--- src/rtl/player_supervisor.sv ---
// Game-flow controller for the player object: sequences idle, respawn, play,
// death, goal and game-over, keeps lives and score, and gates player movement.
module player_supervisor #(
  parameter int H_MIN      = 128,
  parameter int H_MAX      = 500,
  parameter int V_MIN      = 12,
  parameter int V_MAX      = 456,
  parameter int STEP       = 12,
  parameter int LIVES      = 3,
  parameter int HOLD_TICKS = 16
) (
  input  logic        slowClk,
  input  logic        rst,
  input  logic [11:0] hPos,
  input  logic [11:0] vPos,
  input  logic        player_dead,
  input  logic [3:0]  btns,
  output logic        upEnable,
  output logic        downEnable,
  output logic        leftEnable,
  output logic        rightEnable,
  output logic        playerDisable,
  output logic        playerRst,
  output logic [2:0]  lives,
  output logic [7:0]  score,
  output logic [2:0]  state,
  output logic        gameOver
);

  localparam logic [2:0] ST_IDLE    = 3'd0;
  localparam logic [2:0] ST_RESPAWN = 3'd1;
  localparam logic [2:0] ST_PLAY    = 3'd2;
  localparam logic [2:0] ST_DYING   = 3'd3;
  localparam logic [2:0] ST_GOAL    = 3'd4;
  localparam logic [2:0] ST_OVER    = 3'd5;

  localparam int              HOLD_W    = (HOLD_TICKS > 1) ? $clog2(HOLD_TICKS) : 1;
  localparam logic [HOLD_W-1:0] HOLD_LAST = HOLD_W'(HOLD_TICKS - 1);
  localparam logic [HOLD_W-1:0] HOLD_ONE  = HOLD_W'(1);

  localparam logic [2:0]  LIVES_INIT = 3'(LIVES);
  localparam logic [11:0] V_GOAL     = 12'(V_MIN);
  localparam logic [11:0] V_START    = 12'(V_MAX);

  // Movement limits widened to 13 bits so pos+STEP can never wrap.
  localparam logic [12:0] UP_LIMIT    = 13'(V_MIN + STEP);
  localparam logic [12:0] DOWN_LIMIT  = 13'(V_MAX);
  localparam logic [12:0] LEFT_LIMIT  = 13'(H_MIN + STEP);
  localparam logic [12:0] RIGHT_LIMIT = 13'(H_MAX);
  localparam logic [12:0] STEP13      = 13'(STEP);

  logic              btns_prev;
  logic              any_btn;
  logic              press;
  logic [11:0]       best_v;
  logic [HOLD_W-1:0] hold_cnt;

  logic [2:0]        state_next;
  logic [2:0]        lives_next;
  logic [7:0]        score_next;
  logic [11:0]       best_next;
  logic [HOLD_W-1:0] hold_next;

  logic [12:0]       h_wide;
  logic [12:0]       v_wide;
  logic              up_ok;
  logic              down_ok;
  logic              left_ok;
  logic              right_ok;
  logic              play_next;

  function automatic logic [7:0] sat_add(input logic [7:0] a, input logic [7:0] b);
    logic [8:0] sum;
    sum = {1'b0, a} + {1'b0, b};
    return sum[8] ? 8'hFF : sum[7:0];
  endfunction

  // Rising-edge detect on "any button", so holding a button never restarts.
  always_comb begin
    any_btn = |btns;
    press   = any_btn & ~btns_prev;
  end

  // Position limit checks that become the movement enables one tick later.
  always_comb begin
    h_wide   = {1'b0, hPos};
    v_wide   = {1'b0, vPos};
    up_ok    = v_wide >= UP_LIMIT;
    down_ok  = (v_wide + STEP13) <= DOWN_LIMIT;
    left_ok  = h_wide >= LEFT_LIMIT;
    right_ok = (h_wide + STEP13) <= RIGHT_LIMIT;
  end

  // Game sequencing: next state, lives, score, best row and hold counter.
  always_comb begin
    state_next = state;
    lives_next = lives;
    score_next = score;
    best_next  = best_v;
    hold_next  = hold_cnt;
    case (state)
      ST_IDLE: begin
        if (press) begin
          lives_next = LIVES_INIT;
          score_next = 8'd0;
          state_next = ST_RESPAWN;
        end
      end
      ST_RESPAWN: begin
        best_next  = V_START;
        state_next = ST_PLAY;
      end
      ST_PLAY: begin
        if (player_dead) begin
          if (lives != 3'd0) lives_next = lives - 3'd1;
          hold_next  = '0;
          state_next = ST_DYING;
        end else if (vPos == V_GOAL) begin
          score_next = sat_add(score, 8'd10);
          hold_next  = '0;
          state_next = ST_GOAL;
        end else if (vPos < best_v) begin
          score_next = sat_add(score, 8'd1);
          best_next  = vPos;
        end
      end
      ST_DYING: begin
        if (hold_cnt == HOLD_LAST) begin
          state_next = (lives == 3'd0) ? ST_OVER : ST_RESPAWN;
        end else begin
          hold_next = hold_cnt + HOLD_ONE;
        end
      end
      ST_GOAL: begin
        if (hold_cnt == HOLD_LAST) begin
          state_next = ST_RESPAWN;
        end else begin
          hold_next = hold_cnt + HOLD_ONE;
        end
      end
      ST_OVER: begin
        if (press) state_next = ST_IDLE;
      end
      default: state_next = ST_IDLE;
    endcase
    play_next = (state_next == ST_PLAY);
  end

  // Register state and all outputs; outputs are decoded from the upcoming state.
  // The button history keeps tracking during reset so a button held through
  // reset release does not count as a fresh press.
  always_ff @(posedge slowClk) begin
    btns_prev <= any_btn;
    if (rst) begin
      state         <= ST_IDLE;
      lives         <= 3'd0;
      score         <= 8'd0;
      best_v        <= V_START;
      hold_cnt      <= '0;
      playerDisable <= 1'b1;
      playerRst     <= 1'b0;
      gameOver      <= 1'b0;
      upEnable      <= 1'b0;
      downEnable    <= 1'b0;
      leftEnable    <= 1'b0;
      rightEnable   <= 1'b0;
    end else begin
      state         <= state_next;
      lives         <= lives_next;
      score         <= score_next;
      best_v        <= best_next;
      hold_cnt      <= hold_next;
      playerDisable <= ~play_next;
      playerRst     <= (state_next == ST_RESPAWN);
      gameOver      <= (state_next == ST_OVER);
      upEnable      <= play_next & up_ok;
      downEnable    <= play_next & down_ok;
      leftEnable    <= play_next & left_ok;
      rightEnable   <= play_next & right_ok;
    end
  end

endmodule

--- config.mk ---
export PLATFORM = sky130hd
export DESIGN_NAME = player_supervisor
export DESIGN_NICKNAME = d
export VERILOG_FILES = /design/src/rtl/player_supervisor.sv
export SDC_FILE = /design/constraint.sdc
export NUM_CORES = 1
export LEC_CHECK = 0
export CAP_MARGIN = 30
export CORE_ASPECT_RATIO = 2
export CORE_MARGIN = 2
export CORE_UTILIZATION = 40
export DETAILED_ROUTE_END_ITERATION = 12
export GPL_TIMING_DRIVEN = 1
export HOLD_SLACK_MARGIN = 0.12
export SYNTH_ARGS = -nofsm -noshare
export SYNTH_HDL_FRONTEND = slang
export SYNTH_SLANG_ARGS = --single-unit
--- constraint.sdc ---
create_clock -name slowClk -period 5.4 [get_ports slowClk]
set_input_delay 0.54 -clock slowClk [delete_from_list [all_inputs] [get_ports slowClk]]
set_output_delay 0.54 -clock slowClk [all_outputs]
set_load 0.1 [all_outputs]
After elaboration in Yosys (flattened, before gate mapping):

Index checks and enable logic that the tools add are counted.
Widths: inputs -> output; s select.

* register bits: 38
* output and inout port bits: 21
* bits in latches: 0
* memories kept: 0
* logic and storage cells: 89
* memory bits (read-only): 0
* RAM bits: 0

* $mul: 0
* magnitude comparators: 5
* shift-type cells: 0
* div/mod/pow operators: 0
* equality and inequality tests: 19
* $add $sub $neg: 6
* muxes and demuxes: 27
* bitwise operators: 7
* reduce and logical (&&, ||, !) cells: 12

Operators with widths (count)
* $mux 8: 6
* $mux 12: 3
* $mux 3: 10
* $add 12x4->13 const B: 2
* $le 13x9->1 const B: 2
* $pmux 12 s2: 1
* $pmux 3 s6: 1
* $pmux 8 s2: 1
* $ne 2x2->1 const B: 7
* $eq 12x4->1 const B: 1
* $ge 12x5->1 const B: 1
* $ge 12x8->1 const B: 1
* $lt 12x12->1: 1
* $mux 4: 3
* $reduce_and 4->1: 3
* $add 8x1->9 const B: 1
* $add 8x4->9 const B: 1
* $eq 3x2->1 const B: 3
* $eq 3x3->1 const B: 3
* $pmux 4 s2: 1
* $eq 3x1->1 const B: 2
* $logic_not 3->1: 2
* $ne 3x3->1 const B: 2
* $pmux 3 s2: 1
* other kinds (10): 17

Longest topological paths before layout:

Gate-level depths: netlist of run 1.

* word-level depth: 6
* gate-level depth with buffers: 9
* mapped depth without buffers: 8

Least setup slack after synthesis of run 1:

No wires, ideal clock.

* path type: register -> register
* start point: register score[0]
* end point: register score[0]
* stages on the path, launching flop included: 7
* required time: 5340 ps
* arrival: 2470 ps
* period minus slack after synthesis: 2531 ps
* slack: 2869 ps
* path buffers: 0
* cell sequence: dfxtp_1 ha_1 nand3_1 or2_2 and2_1 a2111oi_4 a21o_1

* cells in the longest elaborated chain, start to end: 6
* elaborated cells between the ends (all ways): 8
* classes of those cells: 2 x add/sub; 6 x mux

Ends and longest elaborated chain
* start, declared: RTL line 25 `output logic [7:0] score,`
* start signal, assigned: RTL line 170 `score <= score_next;`
* $add 8x1->9: RTL line 74 `sum = {1'b0, a} + {1'b0, b};`
* $mux 8: RTL line 75 `return sum[8] ? 8'hFF : sum[7:0];`
* $mux 8: RTL line 122 `end else if (vPos < best_v) begin`
* $mux 8 (*): RTL line 118 `end else if (vPos == V_GOAL) begin`
* $mux 8 (*): RTL line 114 `if (player_dead) begin`
* $pmux 8 s2 (*): RTL line 101 `case (state)`

Mark *: on every way between the ends. The rest lies on a longest branch, timed or not. The select of a mux whose other input is x is not followed.
A chain may end at the register's enable or synchronous reset.

Worst setup path after layout of run 1:

* start point: input vPos[3]
* end point: register score[6]

* cells in the longest elaborated chain, start to end: 4
* elaborated cells between the ends (all ways): 7
* classes of those cells: 1 x order compare; 2 x eq/ne; 3 x mux; 1 x reduce/logical

Ends and longest elaborated chain
* start, declared: RTL line 15 `input logic [11:0] vPos,`
* parallel branches: the longest is 4 deep, another holds $lt 12x12->1

Parallel ways; which one is timed is not known. The select of a mux whose other input is x is not followed.

==> results of run 1 <==
metal layers:
metal | global-route usage, % | part of all wire (%) | wire length [um] | up-vias
li1 | - | - | - | 1245
met5 | 0 | 0 | 0 | -
met1 | 20.3 | 41 | 2660 | 1152
met2 | 31.6 | 52 | 3330 | 68
met3 | 3.45 | 4.4 | 284 | 13
met4 | 8.38 | 2.6 | 165 | 0
power breakdown:
| group | switching (uW) | leakage [uW] | total, uW | internal [uW] |
|---|---|---|---|---|
| Clock | 118 | 0.0000940 | 384 | 265 |
| Combinational | 148 | 0.000913 | 227 | 78.7 |
| Sequential | 15.1 | 0.000307 | 306 | 291 |
| Total | 282 | 0.00131 | 917 | 635 |
state kept, by name (all words and copies together), names as in the netlist, 3 cells and up:
| name | flops |
|---|---|
| state | 3 |
| score | 8 |
| best_v | 12 |
| lives | 3 |
| hold_cnt | 4 |
logic make-up (layout without fill, tap and decap cells):
group	Yosys count	in the layout
compound gates	99	99
fa+ha+maj	22	22
flops	38	38
simple gates	109	109
xor+xnor	6	6
buf+inv	34	81
mux	5	5
synthesized netlist by cell type (3+ instances only):
| master | number | area (um^2) |
|---|---|---|
| buf_6 | 6 | 67.6 |
| o32a_1 | 3 | 30.0 |
| o21ai_0 | 14 | 70.1 |
| a21o_1 | 4 | 30.0 |
| a22o_1 | 9 | 78.8 |
| mux2i_1 | 5 | 50.1 |
| inv_1 | 21 | 78.8 |
| nor4b_1 | 3 | 26.3 |
| and3_1 | 3 | 18.8 |
| a2bb2oi_1 | 6 | 52.6 |
| nor2_1 | 29 | 109 |
| a31oi_1 | 4 | 25.0 |
| buf_2 | 3 | 15.0 |
| xnor2_1 | 3 | 26.3 |
| and2_1 | 4 | 25.0 |
| nand2_1 | 27 | 101 |
| nand3_1 | 9 | 45.0 |
| dfxtp_1 | 38 | 761 |
| a211oi_1 | 5 | 37.5 |
| a21oi_1 | 19 | 95.1 |
| or2_2 | 4 | 25.0 |
| xor2_1 | 3 | 26.3 |
| a22oi_1 | 3 | 22.5 |
| clkbuf_1 | 3 | 11.3 |
| ha_1 | 22 | 275 |
| nor3_1 | 9 | 45.0 |
through the flow:
step | instance area [um^2] | total power, uW | hold slack, ns | instances
2_1_floorplan | 2670 | 478 | 0.434 | 313
3_3_place_gp | 3200 | 537 | 0.445 | 440
3_5_place_dp | 3200 | 540 | 0.459 | 440
4_1_cts | 3390 | 927 | 0.465 | 448
5_1_grt | 3390 | 958 | 0.485 | 448
6_report | 3390 | 917 | 0.464 | 448
worst register-to-register path, delay by kind of cell (launching register included):
family / cells / cell delay, ns
flops: 1 / 0.32
buf+inv: 1 / 0.04
compound gates: 5 / 1.21
simple gates: 1 / 0.46
fa+ha+maj: 1 / 0.30
cell type report:
cell class | count | area [um^2] | area share [%]
clock buffer | 5 | 125 | 3.69
sequential | 38 | 761 | 22.4
clock inverter | 3 | 68.8 | 2.03
inverter | 22 | 82.6 | 2.43
timing repair buffer | 51 | 510 | 15.0
tap | 88 | 110 | 3.25
multi-input combinational | 241 | 1730 | 51.1
path summary, 6_finish.rpt:
kind,start,end,slack [ns],cells past startpoint
worst max-delay path,vPos[3],score[6],2.41,8
worst min-delay path,best_v[8],best_v[8],0.46,2
worst max register to register,best_v[2],best_v[1],3.02,8
worst min register to register,best_v[8],best_v[8],0.46,2
==> out/results.ini, run 1 <==
[outcome]
status = complete, no violations

[place]
place_congestion = 0.843
post-place-ws_ns = 2.07
portBuffers = 51
hpwl_um = 4970

[synth]
synth_fa_ha_area_share_pct = 10.3
synth_compound_area_share_pct = 29.2
synth_top_family_by_area = compound AO/OA/AOI/OAI gates
synth_fp_nets = 366
yosys_register_bits = 38
syn_inst = 313
muxShareOfSynthArea_pct = 1.87
yosys.area_share.simple_pct = 21.6
ys_async_sr_fraction_pct = 0
synth_cell_types = 70
synth_xor_area_share_pct = 1.97
yosysSeqAreaShare_pct = 28.5
synth_edf_count = 0
synth_top_flop_cell = dfxtp_1
synth_area_mm2 = 0.00267
avgSynthCellArea_um2 = 8.53
yosysWarningCount = 0

[floorplan]
die_w_um = 61.8
io_pins = 52
initial_utilization_pct = 41.0
coreArea_mm2 = 0.00652
dieHeight_um = 120
die_area_mm2 = 0.00739
rows = 42

[drt]
drtAntennaViolNets = 0
viasPerCell = 5.53
wl_per_cell_um = 14.4
drt-initial-drc-count = 120
vias = 2478
drc_errors = 0
first_pass_iters = 4
routed_wl_um = 6440

[power]
ir_drop_uv = 205
power_density_mw_per_mm2 = 270
p_leak_uw = 0.00131

[finish]
final_nets = 412
final_common_cell = clkdlybuf4s50_1
fillCellCount = 679
final_cell_mix = clkdlybuf4s50_1 (51), dfxtp_1 (38), nor2_1 (29), nand2_1 (27), ha_1 (22)
drive_gt1_share_pct = 9.44
fin_util_pct = 52.1
antenna_cells = 0
syn_to_final_growth_pct = 27.0

[worst_setup_path]
critPathArrivalTime_ns = 3.16
critPathBufInv = 1
crit_chain = clkdlybuf4s50_1 -> ha_1 -> nor4b_1 -> nand3_1 -> nand2_1 -> o21a_1 -> nor3_1 -> o32a_1
critPathTopFamily = simple AND/OR/NAND/NOR gates
cp-end-kind = flop
cp-start-kind = input port
path_class = in -> reg
cpMaxStageDelayCell = clkdlybuf4s50_1
crit_path_max_incr_delay_ns = 0.59
critPathRequiredTime_ns = 5.57
crit_path_max_fanout = 14

[sta]
final_max_slew_viol_count = 0
layout_worst_path_cycle_share_pct = 55.4
rsz0062_at_grt = false
setup_violations = 0
fmax_ghz = 0.335
setup_tns_ns = 0
hold_violations = 0
worstMarginPinSlew_ns = 0.970
relSlewSlack_pct = 35.1
skew_ns = 0.00712
setup_ws_ns = 2.41
period_minus_slack_ns = 2.99

[worst_hold_path]
min_path_type = reg -> reg

[global_routing]
grt_pass1_vias = 2399
antenna_found_initial = 0
grt_pass1_wl_um = 10400
grt.overflow.total = 0
track_usage_pct = 18.3
grt_max_degree = 17

[clock_network]
cts_root_buf = clkbuf_16
cts_resized = 0
cts.reportedPaths.clkPinSlew_ns = 0.06
clock_sinks = 38
cts_max_level = 2
insertion_delay_ns = 0.28
cts_inserted_buffers = 5
postCtsSetupRepairBufs = 0
cts_hold_buf = 0
cts_tree = yes
cts_buffer_depth = 2

[job]
drv_cap = 0

No activity file was read; power rests on OpenSTA's default activity.
==> inputs of run 2 (changes only) <==
Settings changed: PLACE_DENSITY from default to 0.67.
Clock period 5.4 ns to 2.7 ns, I/O delays scaled along.
==> run 2 against run 1 <==
Effect of this change: wire length up 3.7%; largest cell class unchanged; sequential cell count unchanged; clock skew down 0.0027 ns; critical path depth rose by 1.
==> out/results.ini, run 2 (synthesized netlist as in run 1, its figures left out) <==
[sta]
relSlewSlack_pct = 63.0  ; +28 points
layout_worst_path_cycle_share_pct = 86.8
hold_violations = 0  ; unchanged
setup_violations = 0  ; unchanged
skew_ns = 0.00446  ; -0.00266 ns
final_max_slew_viol_count = 0  ; unchanged
worstMarginPinSlew_ns = 0.549  ; -0.422 ns
setup_tns_ns = 0  ; unchanged
period_minus_slack_ns = 2.34
rsz0062_at_grt = false
fmax_ghz = 0.427

[drt]
drt-initial-drc-count = 153  ; +28%
first_pass_iters = 4  ; unchanged
viasPerCell = 5.61  ; +1.4%
routed_wl_um = 6680  ; +3.7%
drc_errors = 0  ; unchanged
wl_per_cell_um = 14.3  ; -0.31%
drtAntennaViolNets = 0  ; unchanged
vias = 2613  ; +5.4%

[worst_setup_path]
critPathBufInv = 2  ; +1
cp-end-kind = flop
critPathTopFamily = compound AO/OA/AOI/OAI gates
r2r_setup_slack_ns = 0.45  ; -2.57 ns
crit_path_max_fanout = 8  ; -6
cpMaxStageDelayCell = clkdlybuf4s50_1
path_class = in -> reg
reg2reg_depth = 9  ; +1
cp-start-kind = input port
critPathRequiredTime_ns = 2.87  ; -2.70 ns
crit_path_max_incr_delay_ns = 0.44  ; -0.15 ns
worstReg2RegStart = best_v[7]
r2r-end = score[0]
cp.depth = 9  ; +1
crit_chain = clkdlybuf4s50_1 -> ha_1 -> a211o_1 -> a31oi_2 -> o221ai_2 -> a211oi_4 -> o22ai_2 -> buf_4 -> a22o_1
critPathArrivalTime_ns = 2.51  ; -0.65 ns

[outcome]
status = complete, no violations

[floorplan]
die_w_um = 61.8  ; unchanged
coreArea_mm2 = 0.00652  ; unchanged
rows = 42  ; unchanged
die_area_mm2 = 0.00739  ; unchanged
io_pins = 52  ; unchanged
initial_utilization_pct = 41.0  ; unchanged
dieHeight_um = 120  ; unchanged

[global_routing]
antenna_found_initial = 0  ; unchanged
grt_max_degree = 17  ; unchanged
grt.overflow.total = 0  ; unchanged
grt_pass1_wl_um = 11000  ; +5.0%
grt_pass1_vias = 2491  ; +3.8%
track_usage_pct = 18.8  ; +0.54 points

[finish]
syn_to_final_growth_pct = 28.5
regMostFlops = best_v
finalNonFillerCells = 466  ; +4.0%
top_regs = best_v x12, score x8, hold_cnt x4
antenna_cells = 0  ; unchanged
drive_gt1_share_pct = 19.3  ; +9.9 points
final_common_cell = buf_4
final_cell_mix = buf_4 (39), dfxtp_1 (38), clkdlybuf4s50_1 (30), nor2_1 (29), nand2_1 (27)
largest_register_ffs = 12  ; unchanged
final_nets = 430  ; +4.4%

[power]
p_int_uw = 1120  ; +76%
p_seq_share_pct = 36.6  ; +3.2 points
switching_power_uw = 560  ; +99%
clock_power_share_pct = 35.2  ; -6.6 points
p_comb_share_pct = 28.1  ; +3.3 points
p_sw_share_pct = 33.4  ; +2.7 points
p_leak_uw = 0.00142  ; +8.2%
ir_drop_uv = 282  ; +38%
power_density_mw_per_mm2 = 489  ; +81%

[worst_hold_path]
min_path_type = reg -> reg
whs_endpoint = best_v[8]
hold_depth = 2  ; unchanged
worstHoldStart = best_v[8]

[clock_network]
clock_sinks = 38  ; unchanged
cts_root_buf = clkbuf_16
postCtsSetupRepairBufs = 0  ; unchanged
cts_buffer_depth = 2  ; unchanged
cts.reportedPaths.clkPinSlew_ns = 0.06  ; about the same
insertion_delay_ns = 0.28  ; about the same
cts_tree = yes
cts_inserted_buffers = 5  ; unchanged
cts_hold_buf = 0  ; unchanged
cts_resized = 0  ; unchanged
cts_max_level = 2  ; unchanged

[job]
drv_cap = 0  ; unchanged

[place]
hpwl_um = 5310  ; +6.7%
dp_cells = 458  ; +4.1%
place_congestion = 0.886  ; +5.1%
portBuffers = 51  ; unchanged

## run 2: cell type report
type	instances	area [um^2]
Timing Repair Buffer	69	593
Multi-Input combinational cell	241	1730
Inverter	22	82.6
Sequential cell	38	761
Tap cell	88	110
Clock inverter	2	12.5
Clock buffer	6	139
Fill cell	656	3080
## run 2: power groups by stage
stage	clock, uW	combinational (uW)	sequential [uW]
2_1_floorplan	0	218	739
3_3_place_gp	0	462	624
3_5_place_dp	0	471	626
4_1_cts	600	473	613
5_1_grt	634	510	618
6_report	591	472	614
## run 2: routing by layer
metal	global-route usage, %	vias to the layer above	part of all wire [%]	wire length, um
met5	0	-	0	0
met3	2.59	17	5.0	336
li1	-	1292	-	-
met2	31.0	87	51	3390
met1	23.3	1217	41	2750
met4	8.38	0	3.1	204
## run 2: how the worst max path moves through the flow
| stage | startpoint | slack, ns | endpoint |
|---|---|---|---|
| 2_1_floorplan | score[0] | 0.17 | score[0] |
| 3_3_place_gp | vPos[2] | 0.1 | best_v[4] |
| 3_5_place_dp | vPos[2] | 0.07 | best_v[5] |
| 4_1_cts | vPos[2] | 0.36 | best_v[5] |
| 5_1_grt | vPos[2] | 0.21 | best_v[9] |
| 6_report | vPos[2] | 0.36 | best_v[5] |
## run 2: worst register-to-register path, delay by kind of cell, from the launching register on
family                   cells  cell delay (ns)
AO/OA/AOI/OAI                4             0.93
AND/OR/NAND/NOR              2             0.44
flip-flops                   1             0.31
adder cells (fa/ha/maj)      1             0.30
buffers and inverters        2             0.21
## run 2: stage by stage
step	utilization, %	hold WS, ns	worst slack [ns]	power, uW	area, um^2
after detailed placement	50.3	0.468	0.0684	1100	3280
after floorplan	-	0.346	0.169	957	2670
after global placement	50.3	0.449	0.0990	1090	3280
after global routing	52.7	0.491	0.213	1760	3430
final	52.7	0.476	0.357	1680	3430
after CTS	52.7	0.477	0.358	1690	3430
